File: config.mk
export PLATFORM = sky130hd
export DESIGN_NAME = multicycle_ctrl
export DESIGN_NICKNAME = d
export VERILOG_FILES = /design/src/rtl/ctrl_pkg.sv /design/src/rtl/opcode_decoder.sv /design/src/rtl/multicycle_ctrl.sv
export SDC_FILE = /design/constraint.sdc
export NUM_CORES = 1
export LEC_CHECK = 0
export ABC_AREA = 1
export CORE_AREA = 5 5 56 58
export CTS_CLUSTER_DIAMETER = 80
export DETAILED_ROUTE_END_ITERATION = 8
export DIE_AREA = 0 0 61 63
export PLACE_DENSITY = 0.75
export SKIP_LAST_GASP = 1
export SYNTH_ARGS = -nofsm -noshare
export SYNTH_HDL_FRONTEND = slang
export SYNTH_SLANG_ARGS = --single-unit
File: constraint.sdc
create_clock -name clk -period 1.5 [get_ports clk]
set_input_delay 0.15 -clock clk [delete_from_list [all_inputs] [get_ports clk]]
set_output_delay 0.15 -clock clk [all_outputs]
set_load 0.03 [all_outputs]
File: src/rtl/ctrl_pkg.sv
// rtl/ctrl_pkg.sv - shared types and encodings for the multi-cycle RV32I controller
package ctrl_pkg;

  typedef enum logic [2:0] {
    S_INIT   = 3'd0,
    S_FETCH  = 3'd1,
    S_DECODE = 3'd2,
    S_EXEC   = 3'd3,
    S_MEM    = 3'd4,
    S_WB     = 3'd5,
    S_HALT   = 3'd6
  } state_t;

  typedef enum logic [2:0] {
    IMM_I    = 3'd0,
    IMM_S    = 3'd1,
    IMM_B    = 3'd2,
    IMM_U    = 3'd3,
    IMM_J    = 3'd4,
    IMM_NONE = 3'd5
  } imm_type_t;

  typedef enum logic [3:0] {
    C_ILLEGAL = 4'd0,
    C_OP      = 4'd1,
    C_OP_IMM  = 4'd2,
    C_LOAD    = 4'd3,
    C_STORE   = 4'd4,
    C_BRANCH  = 4'd5,
    C_JAL     = 4'd6,
    C_JALR    = 4'd7,
    C_LUI     = 4'd8,
    C_AUIPC   = 4'd9
  } inst_class_t;

  localparam logic [6:0] OP     = 7'b0110011;
  localparam logic [6:0] OP_IMM = 7'b0010011;
  localparam logic [6:0] LOAD   = 7'b0000011;
  localparam logic [6:0] STORE  = 7'b0100011;
  localparam logic [6:0] BRANCH = 7'b1100011;
  localparam logic [6:0] JAL    = 7'b1101111;
  localparam logic [6:0] JALR   = 7'b1100111;
  localparam logic [6:0] LUI    = 7'b0110111;
  localparam logic [6:0] AUIPC  = 7'b0010111;

  localparam logic [1:0] PC_PLUS4  = 2'd0;
  localparam logic [1:0] PC_BRANCH = 2'd1;
  localparam logic [1:0] PC_ALU    = 2'd2;

  localparam logic [1:0] WB_ALU = 2'd0;
  localparam logic [1:0] WB_MEM = 2'd1;
  localparam logic [1:0] WB_PC4 = 2'd2;

endpackage

File: src/rtl/opcode_decoder.sv
// rtl/opcode_decoder.sv - opcode to immediate format, instruction class and legality
module opcode_decoder
  import ctrl_pkg::*;
(
  input  logic [6:0]  opcode,
  output imm_type_t   imm_type,
  output inst_class_t inst_class,
  output logic        legal
);

  // pure table lookup; anything not in RV32I base set is illegal
  always_comb begin
    imm_type   = IMM_NONE;
    inst_class = C_ILLEGAL;
    legal      = 1'b1;
    case (opcode)
      OP:      begin imm_type = IMM_NONE; inst_class = C_OP;     end
      OP_IMM:  begin imm_type = IMM_I;    inst_class = C_OP_IMM; end
      LOAD:    begin imm_type = IMM_I;    inst_class = C_LOAD;   end
      STORE:   begin imm_type = IMM_S;    inst_class = C_STORE;  end
      BRANCH:  begin imm_type = IMM_B;    inst_class = C_BRANCH; end
      JAL:     begin imm_type = IMM_J;    inst_class = C_JAL;    end
      JALR:    begin imm_type = IMM_I;    inst_class = C_JALR;   end
      LUI:     begin imm_type = IMM_U;    inst_class = C_LUI;    end
      AUIPC:   begin imm_type = IMM_U;    inst_class = C_AUIPC;  end
      default: legal = 1'b0;
    endcase
  end

endmodule

File: src/rtl/multicycle_ctrl.sv
// rtl/multicycle_ctrl.sv - multi-cycle RV32I sequencer; MULTICYCLE_CTRL_PERF_EN adds cycle/retire counters
module multicycle_ctrl
  import ctrl_pkg::*;
#(
  parameter logic [31:0] RESET_PC = 32'h0000_0000
) (
  input  logic        clk,
  input  logic        rst,
  input  logic [31:0] Instruction,
  input  logic        IMemReady,
  input  logic        DMemReady,
  input  logic        BranchTaken,
  output logic        IMemReq,
  output logic        IrWrite,
  output logic        PcWrite,
  output logic        PcInit,
  output logic [1:0]  PcSrc,
  output logic        AluSrcA,
  output logic        AluSrcB,
  output imm_type_t   ImmType,
  output logic        DMemReq,
  output logic        DMemWe,
  output logic        RegWrite,
  output logic [1:0]  WbSel,
  output logic        Halt,
  output logic [2:0]  State
`ifdef MULTICYCLE_CTRL_PERF_EN
  ,
  output logic [31:0] CycleCnt,
  output logic [31:0] InstRetCnt
`endif
);

  state_t      state;
  imm_type_t   dec_imm;
  inst_class_t inst_class;
  logic        legal;
  logic        alu_a;
  logic        alu_b;

  // RESET_PC and the upper IR bits belong to the datapath, not to sequencing
  logic unused_ok;
  assign unused_ok = ^{Instruction[31:7], RESET_PC};

  opcode_decoder u_dec (
    .opcode     (Instruction[6:0]),
    .imm_type   (dec_imm),
    .inst_class (inst_class),
    .legal      (legal)
  );

  // ALU operand selects per instruction class, held from EXEC to the end
  always_comb begin
    alu_a = 1'b0;
    alu_b = 1'b0;
    case (inst_class)
      C_OP_IMM, C_LOAD, C_STORE, C_JALR, C_LUI: alu_b = 1'b1;
      C_AUIPC: begin alu_a = 1'b1; alu_b = 1'b1; end
      default: ;
    endcase
  end

  // state sequencing; memory ready inputs only matter in their request state
  always_ff @(posedge clk or posedge rst) begin
    if (rst) begin
      state <= S_INIT;
    end else begin
      case (state)
        S_INIT:   state <= S_FETCH;
        S_FETCH:  if (IMemReady) state <= S_DECODE;
        S_DECODE: state <= legal ? S_EXEC : S_HALT;
        S_EXEC: begin
          case (inst_class)
            C_LOAD, C_STORE: state <= S_MEM;
            C_BRANCH:        state <= S_FETCH;
            C_OP, C_OP_IMM, C_JAL, C_JALR, C_LUI, C_AUIPC: state <= S_WB;
            default:         state <= S_HALT;
          endcase
        end
        S_MEM:    if (DMemReady) state <= (inst_class == C_STORE) ? S_FETCH : S_WB;
        S_WB:     state <= S_FETCH;
        S_HALT:   state <= S_HALT;
        default:  state <= S_HALT;
      endcase
    end
  end

  // output decode; gated by rst so in-flight enables drop as soon as reset hits
  always_comb begin
    IMemReq  = 1'b0;
    IrWrite  = 1'b0;
    PcWrite  = 1'b0;
    PcInit   = 1'b0;
    PcSrc    = PC_PLUS4;
    AluSrcA  = 1'b0;
    AluSrcB  = 1'b0;
    ImmType  = IMM_NONE;
    DMemReq  = 1'b0;
    DMemWe   = 1'b0;
    RegWrite = 1'b0;
    WbSel    = WB_ALU;
    Halt     = 1'b0;
    if (!rst) begin
      case (state)
        S_INIT: begin
          PcInit  = 1'b1;
          PcWrite = 1'b1;
        end
        S_FETCH: begin
          IMemReq = 1'b1;
          if (IMemReady) begin
            IrWrite = 1'b1;
            PcWrite = 1'b1;
            PcSrc   = PC_PLUS4;
          end
        end
        S_DECODE: ImmType = dec_imm;
        S_EXEC: begin
          ImmType = dec_imm;
          AluSrcA = alu_a;
          AluSrcB = alu_b;
          case (inst_class)
            C_BRANCH: begin PcWrite = BranchTaken; PcSrc = PC_BRANCH; end
            C_JAL:    begin PcWrite = 1'b1;        PcSrc = PC_BRANCH; end
            C_JALR:   begin PcWrite = 1'b1;        PcSrc = PC_ALU;    end
            default: ;
          endcase
        end
        S_MEM: begin
          ImmType = dec_imm;
          AluSrcA = alu_a;
          AluSrcB = alu_b;
          DMemReq = 1'b1;
          DMemWe  = (inst_class == C_STORE);
        end
        S_WB: begin
          ImmType  = dec_imm;
          AluSrcA  = alu_a;
          AluSrcB  = alu_b;
          RegWrite = 1'b1;
          case (inst_class)
            C_LOAD:        WbSel = WB_MEM;
            C_JAL, C_JALR: WbSel = WB_PC4;
            default:       WbSel = WB_ALU;
          endcase
        end
        S_HALT:  Halt = 1'b1;
        default: ;
      endcase
    end
  end

  assign State = state;

`ifdef MULTICYCLE_CTRL_PERF_EN
  logic retire;
  assign retire = (state == S_WB)
                | (state == S_MEM  && DMemReady && inst_class == C_STORE)
                | (state == S_EXEC && inst_class == C_BRANCH);

  // active-cycle and retired-instruction counters, free-running modulo 2^32
  always_ff @(posedge clk or posedge rst) begin
    if (rst) begin
      CycleCnt   <= 32'd0;
      InstRetCnt <= 32'd0;
    end else begin
      if (state != S_INIT && state != S_HALT) CycleCnt <= CycleCnt + 32'd1;
      if (retire) InstRetCnt <= InstRetCnt + 32'd1;
    end
  end
`endif

endmodule

==> results.cfg <==
[status]
status = complete, but fails checks
violations = setup timing

[placed_design]
postPlaceCellArea_um2 = 1500
port_buffers = 31
globalplace.congestion = 0.830
post-dp-hpwl_um = 2240
dp_cells = 232

[floorplanning]
io_pins = 57
initial_core_util = 0.267
fp.dieArea_um2 = 3840
die_width_um = 61
std_cell_rows = 19
core_um2 = 2620
fp.dieH_um = 63

[sta]
fin_tns_setup_ns = -3.34
hold_ws_ns = 0.207
final_hold_viol_count = 0
grt_setup_unrepaired = true
slew_violations = 0
worstMarginPinSlew_ns = 0.321
setup_slack_ns = -0.303
period_share = 1.20
period_needed_ns = 1.80
finalClockSkew_ns = 0.00859
clock.fmax_mhz = 555
slew-limit-headroom = 0.787
finalSetupViolations = 18

[cts]
ctsHoldBuffers = 0
cts_buffer_depth = 2
cts_root_buf = clkbuf_4
cts_buffers = 3
cts_max_level = 1
clk_latency_ns = 0.24
cts_tree = yes
cts_sinks = 3
clkTransAtPathRegs_ns = 0.04

[setup_path]
crit_slowest_cell = nor3_4
reg2reg_from = State[2]
cpPeakStageDelay_ns = 0.24
path_cells = buf_8 -> nor3_4 -> nand4_1 -> nand4_1 -> nor2_4 -> inv_2 -> ha_4 -> nand3_1 -> nand2_1 -> nand3_2 -> nand2_2 -> buf_6
path_delay_family = simple AND/OR/NAND/NOR gates
r2r_slack_ns = -0.09
critPathLaunchType = input port
cp_max_fo = 5
critical_path_depth = 12
worst_ep_required_time_ns = 1.35
crit_buf_inv = 3
cp-endpoint = PcWrite
critPathLaunch = Instruction[2]
endpoint_kind = primary output
critPathKind = in -> out
cp.arrival_ns = 1.65
r2r_cells = 9
crit_top_cell = nand4_1
rr_endpoint = State[2]

[layout]
drive_above_1_share = 0.737
largest_reg_flops = 3
final_cell_mix = buf_4, buf_6, nand2_1, inv_2
layout.cells.non_filler = 263
nets = 275
antennaDiodeCount = 0
mostFrequentLayoutCell = buf_4
syn_to_final_growth_pct = 192
postLayoutCellArea_um2 = 2030

[grt]
grt_max_degree = 8
grt_pass1_vias = 1418
grt_pass1_wl_um = 6110
antenna_found_initial = 0
grt.overflow.total = 0
grt_usage = 0.204

[synthesis]
ys_ff_latch = 3
ys_seq_area_frac = 0.108
synth.avg_cell_area_um2 = 5.71
yosys_warnings = 0
syn_area_um2 = 697
syn_inst = 122
synth_nets = 164
synthDistinctLibCells = 22

[power_and_ir_drop]
leakage_nw = 1.02
p_per_area_nw_per_um2 = 1030
ir_worst_vdd_mv = 1.22

[detailed_routing]
vias = 1310
drc = 0
drt_pass1_iterations = 4
wirelength_um = 3960
ant_nets = 0
routedWlPerCell_um = 15.0
viasPerCell = 4.98
drtIter0Drc = 85

[flow_run]
drv_cap = 0

[worst_hold_path]
hold_class = in -> async
-- tightest hold or removal path: cells and delay by family --
kind                   cells  cell delay, ns
buffers and inverters      3            0.62
-- worst min path at each step --
stage                     startpoint  endpoint  slack (ns)  depth (start not counted)
after CTS                        rst  State[2]        0.52                          3
after detailed placement         rst  State[1]        0.70                          3
after global placement           rst  State[0]        0.69                          3
after floorplan                  rst  State[0]       -0.05                          1
after global routing             rst  State[2]        0.23                          3
final                            rst  State[2]        0.21                          3
-- through the flow --
| step | utilization | setup WS [ns] | power, mW |
|---|---|---|---|
| 3_3_place_gp | 0.574 | -1.14 | 1.43 |
| 6_report | 0.778 | -0.303 | 2.09 |
| 2_1_floorplan | - | -0.209 | 0.834 |
| 5_1_grt | 0.778 | -0.400 | 2.23 |
| 3_5_place_dp | 0.574 | -1.31 | 1.46 |
| 4_1_cts | 0.718 | -0.248 | 1.85 |
-- layout make-up --
type	instances	area (µm²)
timing repair buffer	107	941
inverter	23	91.3
sequential	3	78.8
clock buffer	4	26.3
multi-input combinational	95	857
tap	31	38.8
fill	151	582
-- power breakdown --
group          leakage [nW]  switching [mW]  internal [mW]  total (mW)
sequential           0.0325          0.0800          0.133       0.213
combinational         0.969           0.903          0.831        1.73
clock                0.0150          0.0435         0.0998       0.143
total                  1.02            1.03           1.06        2.09
-- cells by family after synthesis --
group	after synthesis	share of synthesized area
simple gates	77	0.558
buf+inv	24	0.140
compound gates	13	0.104
fa+ha+maj	5	0.0898
flops	3	0.108
-- cells in the mapped netlist (all sizes together) --
master,number,area (µm²)
buf,1,11.3
dfrtp,3,75.1
nor2,21,91.3
inv,23,86.3
nand4,9,62.6
nand3,11,70.1
o21a,1,7.51
and3,1,7.51
ha,5,62.6
a31oi,2,12.5
a21oi,3,15.0
a22oi,1,7.51
nor4,4,25.0
o21ai,6,30.0
nand2,26,108
nor3,5,25.0
-- metal layers --
layer / global-route usage / vias to the layer above / part of all wire / routed length [µm]
li1: - / 629 / - / -
met1: 0.219 / 620 / 0.38 / 1520
met2: 0.366 / 53 / 0.54 / 2160
met3: 0.0351 / 8 / 0.052 / 206
met4: 0.0949 / 0 / 0.019 / 76
met5: 0 / - / 0 / 0
-- what timing repair did --
action | 4_1_cts | 5_1_grt
resized for setup | 115 | 26
setup endpoints to repair | 19 | 20
buffers inserted | 19 | 10
pin swaps | 27 | 18
(Power assumes the default switching activity.)
